<file path="src/rtl/ccff_bitstream_loader.sv">
// ccff_bitstream_loader: streams bitstream words into parallel ccff chains with config_enable/isolation sequencing
module ccff_bitstream_loader #(
   parameter int NUM_CHAINS = 12,
   parameter int CHAIN_LEN  = 1024,
   parameter int CNT_W      = 16,
   parameter int SETUP_CYC  = 4,
   parameter int HOLD_CYC   = 4,
   parameter int STALL_MAX  = 255
) (
   input  logic                  prog_clk,
   input  logic                  pReset_n,
   input  logic                  start,
   input  logic                  abort,
   input  logic [NUM_CHAINS-1:0] bs_data,
   input  logic                  bs_valid,
   output logic                  bs_ready,
   output logic [NUM_CHAINS-1:0] ccff_head,
   output logic                  ccff_shift,
   output logic                  config_enable,
   output logic                  io_isol_n,
   output logic                  busy,
   output logic                  done,
   output logic                  error,
   output logic [CNT_W-1:0]      words_loaded
);
   typedef enum logic [2:0] {S_IDLE, S_SETUP, S_SHIFT, S_HOLD, S_DONE, S_ERR} state_t;
   state_t r_state, w_next;
   logic [CNT_W-1:0] r_cnt, w_cnt, r_stall, w_stall, r_words, w_words;
   logic [NUM_CHAINS-1:0] r_head;
   logic r_shift, w_xfer, w_idle;
   // next-state, counters and status decode; abort drops any same-cycle transfer
   always_comb begin
      w_idle        = r_state == S_IDLE || r_state == S_DONE || r_state == S_ERR;
      busy          = !w_idle;
      config_enable = !w_idle;
      io_isol_n     = r_state == S_DONE;
      done          = r_state == S_DONE;
      error         = r_state == S_ERR;
      bs_ready      = r_state == S_SHIFT && r_words < CNT_W'(CHAIN_LEN);
      w_xfer        = bs_valid && bs_ready && !abort;
      w_next        = r_state;
      w_cnt         = r_cnt;
      w_stall       = r_stall;
      w_words       = r_words;
      if (w_idle) begin
         if (start) begin
            w_next  = S_SETUP;
            w_cnt   = '0;
            w_stall = '0;
            w_words = '0;
         end
      end else if (abort) begin
         w_next = S_ERR;
      end else begin
         case (r_state)
            S_SETUP: begin
               w_next = r_cnt == CNT_W'(SETUP_CYC - 1) ? S_SHIFT : S_SETUP;
               w_cnt  = r_cnt == CNT_W'(SETUP_CYC - 1) ? '0 : r_cnt + 1'b1;
            end
            S_SHIFT: begin
               if (w_xfer) begin
                  w_words = r_words + 1'b1;
                  w_stall = '0;
                  w_next  = r_words == CNT_W'(CHAIN_LEN - 1) ? S_HOLD : S_SHIFT;
                  w_cnt   = '0;
               end else if (!bs_valid) begin
                  w_stall = r_stall + 1'b1;
                  w_next  = r_stall == CNT_W'(STALL_MAX - 1) ? S_ERR : S_SHIFT;
               end
            end
            S_HOLD: begin
               w_next = r_cnt == CNT_W'(HOLD_CYC - 1) ? S_DONE : S_HOLD;
               w_cnt  = r_cnt + 1'b1;
            end
            default: w_next = r_state;
         endcase
      end
      ccff_head    = r_head;
      ccff_shift   = r_shift;
      words_loaded = r_words;
   end
   // state and counter registers; async reset returns to isolated idle
   always_ff @(posedge prog_clk or negedge pReset_n) begin
      if (!pReset_n) begin
         r_state <= S_IDLE;
         r_cnt   <= '0;
         r_stall <= '0;
         r_words <= '0;
      end else begin
         r_state <= w_next;
         r_cnt   <= w_cnt;
         r_stall <= w_stall;
         r_words <= w_words;
      end
   end
   // chain head data and shift pulse, one cycle after the accepting edge
   always_ff @(posedge prog_clk or negedge pReset_n) begin
      if (!pReset_n) begin
         r_head  <= '0;
         r_shift <= 1'b0;
      end else begin
         r_shift <= w_xfer;
         if (w_xfer) r_head <= bs_data;
      end
   end
endmodule

</file>
<file path="config.mk">
export PLATFORM = sky130hd
export DESIGN_NAME = ccff_bitstream_loader
export DESIGN_NICKNAME = d
export VERILOG_FILES = /design/src/rtl/ccff_bitstream_loader.sv
export SDC_FILE = /design/constraint.sdc
export NUM_CORES = 1
export LEC_CHECK = 0
export ABC_AREA = 1
export BUFFER_PORTS_ARGS = -buffer_cell sky130_fd_sc_hd__buf_4
export CAP_MARGIN = 40
export CORE_MARGIN = 2
export CORE_UTILIZATION = 40
export CTS_CLUSTER_SIZE = 28
export DETAILED_ROUTE_END_ITERATION = 8
export HOLD_SLACK_MARGIN = 0.12
export SYNTH_ARGS = -nofsm -noshare
export SYNTH_HDL_FRONTEND = slang
export SYNTH_SLANG_ARGS = --single-unit
export TNS_END_PERCENT = 20
</file>
<file path="constraint.sdc">
create_clock -name prog_clk -period 1.37 [get_ports prog_clk]
set_input_delay 0 -clock prog_clk [delete_from_list [all_inputs] [get_ports prog_clk]]
set_output_delay 0 -clock prog_clk [all_outputs]
set_load 0.05 [all_outputs]
</file>
# --- After elaboration in Yosys (flattened, before gate mapping) ---
# Cells that the tools add are included.
totals:
  ff_bits: 64
  latch_bits: 0
  ram_bits: 0
  mem_bits_ro: 0
  in_bits: 17
  mem_count: 0
classes:
  addsub: 3
  n_mul: 0
  div_mod_pow: 0
  order_cmp: 1
  n_eq_ne: 13
  shifts: 0
  n_mux: 25
  bitwise_logic: 0
  n_reduce_logical: 16
op_table:
  columns: ["op", "n"]
  rows:
  - ["16-bit 2-to-1 mux", 14]
  - ["16-bit by 1-bit adder with 16-bit output, second input constant", 3]
  - ["16-bit case mux with 3 select lines", 1]
  - ["3-bit 2-to-1 mux", 7]
  - ["16-bit by 10-bit equality test with 1-bit output, second input constant", 1]
  - ["16-bit by 2-bit equality test with 1-bit output, second input constant", 1]
  - ["16-bit by 8-bit equality test with 1-bit output, second input constant", 1]
  - ["16-bit by 11-bit less-than comparator with 1-bit output, second input constant", 1]
  - ["4-bit AND reduction", 3]
  - ["3-bit case mux with 3 select lines", 1]
  - ["3-bit by 2-bit equality test with 1-bit output, second input constant", 2]
  - ["3-bit equality test, second input constant", 2]
  - ["5-bit inequality test, second input constant", 1]
  - ["5-bit nonzero test", 1]
  - ["2-bit nonzero test", 2]
  - ["4-bit nonzero test", 1]
  - ["3-bit by 1-bit equality test with 1-bit output, second input constant", 1]
  - ["1-bit logical AND", 3]
  - ["3-bit zero test", 1]
  - ["3-bit by 1-bit inequality test with 1-bit output, second input constant", 1]
  - ["3-bit inequality test, second input constant", 1]
  - ["3-bit AND reduction", 1]
  - ["1-bit zero test", 2]
  - ["1-bit logical OR", 2]
  - ["other kinds (4)", 4]

# --- Logic depth before layout (Yosys ltp) ---
logic_depth:
  depth_word: 8
  depth_mapped: 12

# --- Worst setup path before layout ---
# Ideal clock, no wire load.
synth_timing:
  kind: "reg2out"
  start: "reg r_state[0]"
  end: "out io_isol_n"
  arrival_time_ns: 1.998
  t_required_ns: 1.370
  slack_ns: -0.628
  stages_incl_launch_ff: 3
  path_buffers: 1
  path_cell_list: "dfrtp_1 nor3_1 buf_4"
synth_via:
  elab_chain_cells: 1
synth_lines:
  columns: ["element", "line", "source"]
  rows:
  - ["from (decl)", "27", "state_t r_state, w_next;"]
  - ["from (signal assigned)", "90", "r_state <= w_next;"]
  - ["3-bit equality test", null, null]
  - ["to (decl)", "20", "output logic io_isol_n,"]
# No other way between the ends.

# --- Worst setup path after layout ---
layout_timing:
  start: "reg r_state[2]"
  end: "reg r_cnt[10]"
layout_via:
  elab_chain_cells: 6
  elab_cells_between_ends: 19
  cone_classes: "eq/ne (8); mux (3); reduce/logical (8)"
layout_lines:
  columns: ["element", "line", "source"]
  rows:
  - ["3-bit by 2-bit equality test with 1-bit output", "39, 55", null]
  - ["1-bit logical AND", "39", "bs_ready = r_state == S_SHIFT && r_words < CNT_W'(CHAIN_LEN);"]
  - ["1-bit logical AND (2 in series)", "40", "w_xfer = bs_valid && bs_ready && !abort;"]
  - ["3-bit inequality test (no line)", null, null]
  - ["4-bit AND reduction (no line)", null, null]
  - ["to (signal assigned)", "91", "r_cnt <= w_cnt;"]
  - ["to (decl)", "28", "logic [CNT_W-1:0] r_cnt, w_cnt, r_stall, w_stall, r_words, w_words;"]
# Several ways; a longest one is shown, not always the timed one. The select of a mux whose other input is x is not followed.
# A chain may end at the register's enable or synchronous reset.

==> results_dict.tcl <==
set metrics [dict create \
    syn_to_final_growth_pct 50.3 \
    synth_cell_types 31 \
    ios 52 \
    yosys_warnings 0 \
    whs_ns 0.155 \
    cp_max_fo 10 \
    port_buffers 51 \
    synth_fp_nets 545 \
    routedWlPerCell_um 13.1 \
    die_y_um 101 \
    powerDensity_nw_per_um2 1430 \
    rsz0062_at_grt "true" \
    drcViolationCount 0 \
    relSlewSlack 0.675 \
    ys.flop_type "dfrtp_1" \
    finalNetCount 709 \
    yosys-top-cells-area "dfrtp_1 43%, nand2_1 17%, nor2_1 8.4%" \
    wirelength_um 10500 \
    root_buffer "clkbuf_8" \
    crit_top_cell "nand2_1" \
    cp.arrival_ns 1.82 \
    ir_worst_vdd_mv 0.943 \
    clk_latency_ns 0.34 \
    die_area_um2 10200 \
    start_util 0.409 \
    grt_pass1_vias 3714 \
    slowest_stage "dfrtp_1" \
    synthesis.area_per_instance_um2 7.18 \
    std_cell_rows 35 \
    synth_edf_count 0 \
    required_ns 1.64 \
    rr_worst_depth 14 \
    cts_buffers 9 \
    place.gp.congestion 0.848 \
    grt_max_degree 40 \
    hpwl_um 7290 \
    cp-start-kind "flop" \
    slowest_delay_ns 0.37 \
    synth_common_cells "172 x nand2_1, 84 x nor2_1, 64 x dfrtp_1" \
    grt-ovfl-total 0 \
    rr_startpoint "r_state[2]" \
    firstDrtPassIters 5 \
    critPathBufInv 5 \
    r2r_end "r_cnt[10]" \
    layout.area.seq_um2 1610 \
    viasPerCell 4.79 \
    setup_viol 69 \
    reg2reg_slack_ns -0.18 \
    yosysMostFrequentCell "nand2_1" \
    drive_above_1_share 0.362 \
    tightestPinTransition_ns 0.487 \
    drtIter0Drc 148 \
    grtUsageTotal 0.216 \
    power.total_uw 8070 \
    maxSlewViolCount 0 \
    syn_inst 524 \
    grt_pass1_wl_um 17300 \
    fin_crit_sh 1.13 \
    max_cap_violations 0 \
    end_kind "flop" \
    clk_pin_slew_ns 0.08 \
    clock_path_buffers 2 \
    cts_tree "yes" \
    dp_slack_ns -0.238 \
    hold_violations 0 \
    dieWidth_um 101 \
    ys_async_sr_fraction 1.00 \
    fmax_mhz 644 \
    num-fill-cells 822 \
    path_cells "inv_2, buf_6, nand2_8, nand2_8, o21ai_4, nand2_2, inv_2, nand2_4, inv_8, buf_12, nand2_1, nand2_1, nand2_1, nor2_1" \
    synth_top_area_share 0.426 \
    core_um2 9200 \
    route.vias.total 3853 \
    violations "negative setup slack" \
    skew_ns 0.0181 \
    finalWorstSetupSlack_ns -0.182 \
    cts_sinks 64 \
    antenna_found_initial 0 \
    multiInputGateArea_um2 2100 \
    ys_seq_area_frac 0.426 \
    antenna_left 0 \
    syn_area_um2 3760 \
    status "complete, but fails checks" \
    diodes 0 \
    timing.final.crit_period_ns 1.55 \
    crit_family "simple AND/OR/NAND/NOR gates" \
    synth.largest_area_cell "dfrtp_1" \
    h-tree-depth 3 \
    hp-class "in -> async" \
    tns_ns -6.77 \
    p_leak_uw 0.00288 \
    critical_path_class "reg -> reg" \
    final_core_util 0.615 \
    synth_seq_cells 64 \
]
==> worst reg2reg max path: stages, from the launching register on <==
cell	delay (ns)
dfrtp_1	0.37
inv_2	0.06
buf_6	0.13
nand2_8	0.08
nand2_8	0.07
o21ai_4	0.08
nand2_2	0.07
inv_2	0.06
nand2_4	0.08
inv_8	0.10
buf_12	0.13
nand2_1	0.05
nand2_1	0.05
nand2_1	0.05
nor2_1	0.10
==> cell usage in the layout, fill, tap and decap left out, drive strengths merged <==
| master | count |
|---|---|
| nor2 | 88 |
| nand2 | 180 |
| buf | 150 |
| inv | 58 |
| clkinv | 4 |
| clkbuf | 10 |
| o21a | 1 |
| xor2 | 12 |
| dfrtp | 64 |
| o21ai | 20 |
| nand4 | 5 |
| ha | 4 |
| nand3b | 3 |
| nand3 | 50 |
| o21bai | 2 |
| clkinvlp | 1 |
| dlygate4sd3 | 15 |
| a21oi | 12 |
| o22ai | 1 |
| nor3 | 11 |
| nor3b | 1 |
| bufinv | 1 |
==> cells by family (layout without fill, tap and decap cells) <==
kind of cell,Yosys count,after routing,synth area share
adder cells (fa/ha/maj),4,4,0.0133
AO/OA/AOI/OAI,36,36,0.0542
AND/OR/NAND/NOR,338,338,0.395
buffers and inverters,70,239,0.0838
flip-flops,64,64,0.426
XOR/XNOR,12,12,0.0279
==> registers in the layout, indices dropped and copies added (netlist names) <==
signal,flops
r_cnt,16
r_stall,16
words_loaded,16
ccff_head,12
r_state,3
ccff_shift,1
==> per-stage QoR <==
stage / cells / cell area [um2]
2_1_floorplan: 524 / 3790
3_3_place_gp: 763 / 4900
3_5_place_dp: 763 / 4900
4_1_cts: 803 / 5520
5_1_grt: 804 / 5650
6_report: 804 / 5650
==> repair_timing <==
action,4_1_cts,5_1_grt
gates resized for setup,64,33
endpoints found under the setup margin,69,70
setup buffers,9,1
endpoints found under the hold margin,78,0
hold buffers,15,0
pin swaps,18,10
==> layout make-up <==
type / instances / area share
Tap cell: 111 / 0.0246
Multi-Input combinational cell: 390 / 0.371
Clock buffer: 10 / 0.0226
Timing Repair Buffer: 165 / 0.244
Inverter: 58 / 0.0416
Sequential cell: 64 / 0.285
Clock inverter: 6 / 0.0108
==> power breakdown <==
group          leakage (uW)  total, uW  switching (uW)  internal (uW)
registers          0.000862       2290             195           2090
clock network     0.0000960       1630             790            835
logic               0.00193       4160            2430           1730
==> worst max-delay path by stage <==
stage	start	endpoint	slack [ns]	depth (start not counted)
detailed placement	words_loaded[12]	r_cnt[2]	-0.24	8
finish	r_state[2]	r_cnt[10]	-0.18	14
floorplan	words_loaded[11]	words_loaded[6]	-0.23	9
CTS	words_loaded[13]	bs_ready	-0.17	7
global route	words_loaded[13]	r_stall[8]	-0.26	9
global placement	words_loaded[12]	r_cnt[14]	-0.20	8
==> layer usage <==
| layer | GRT usage | up-vias | routed length (um) | share of wire |
|---|---|---|---|---|
| met5 | 0 | - | 0 | 0 |
| met4 | 0.0509 | 0 | 103 | 0.0098 |
| met3 | 0.0541 | 12 | 534 | 0.051 |
| met2 | 0.344 | 90 | 4940 | 0.47 |
| met1 | 0.297 | 1782 | 4950 | 0.47 |
| li1 | - | 1969 | - | - |
Power figures use the tool's default switching activity.
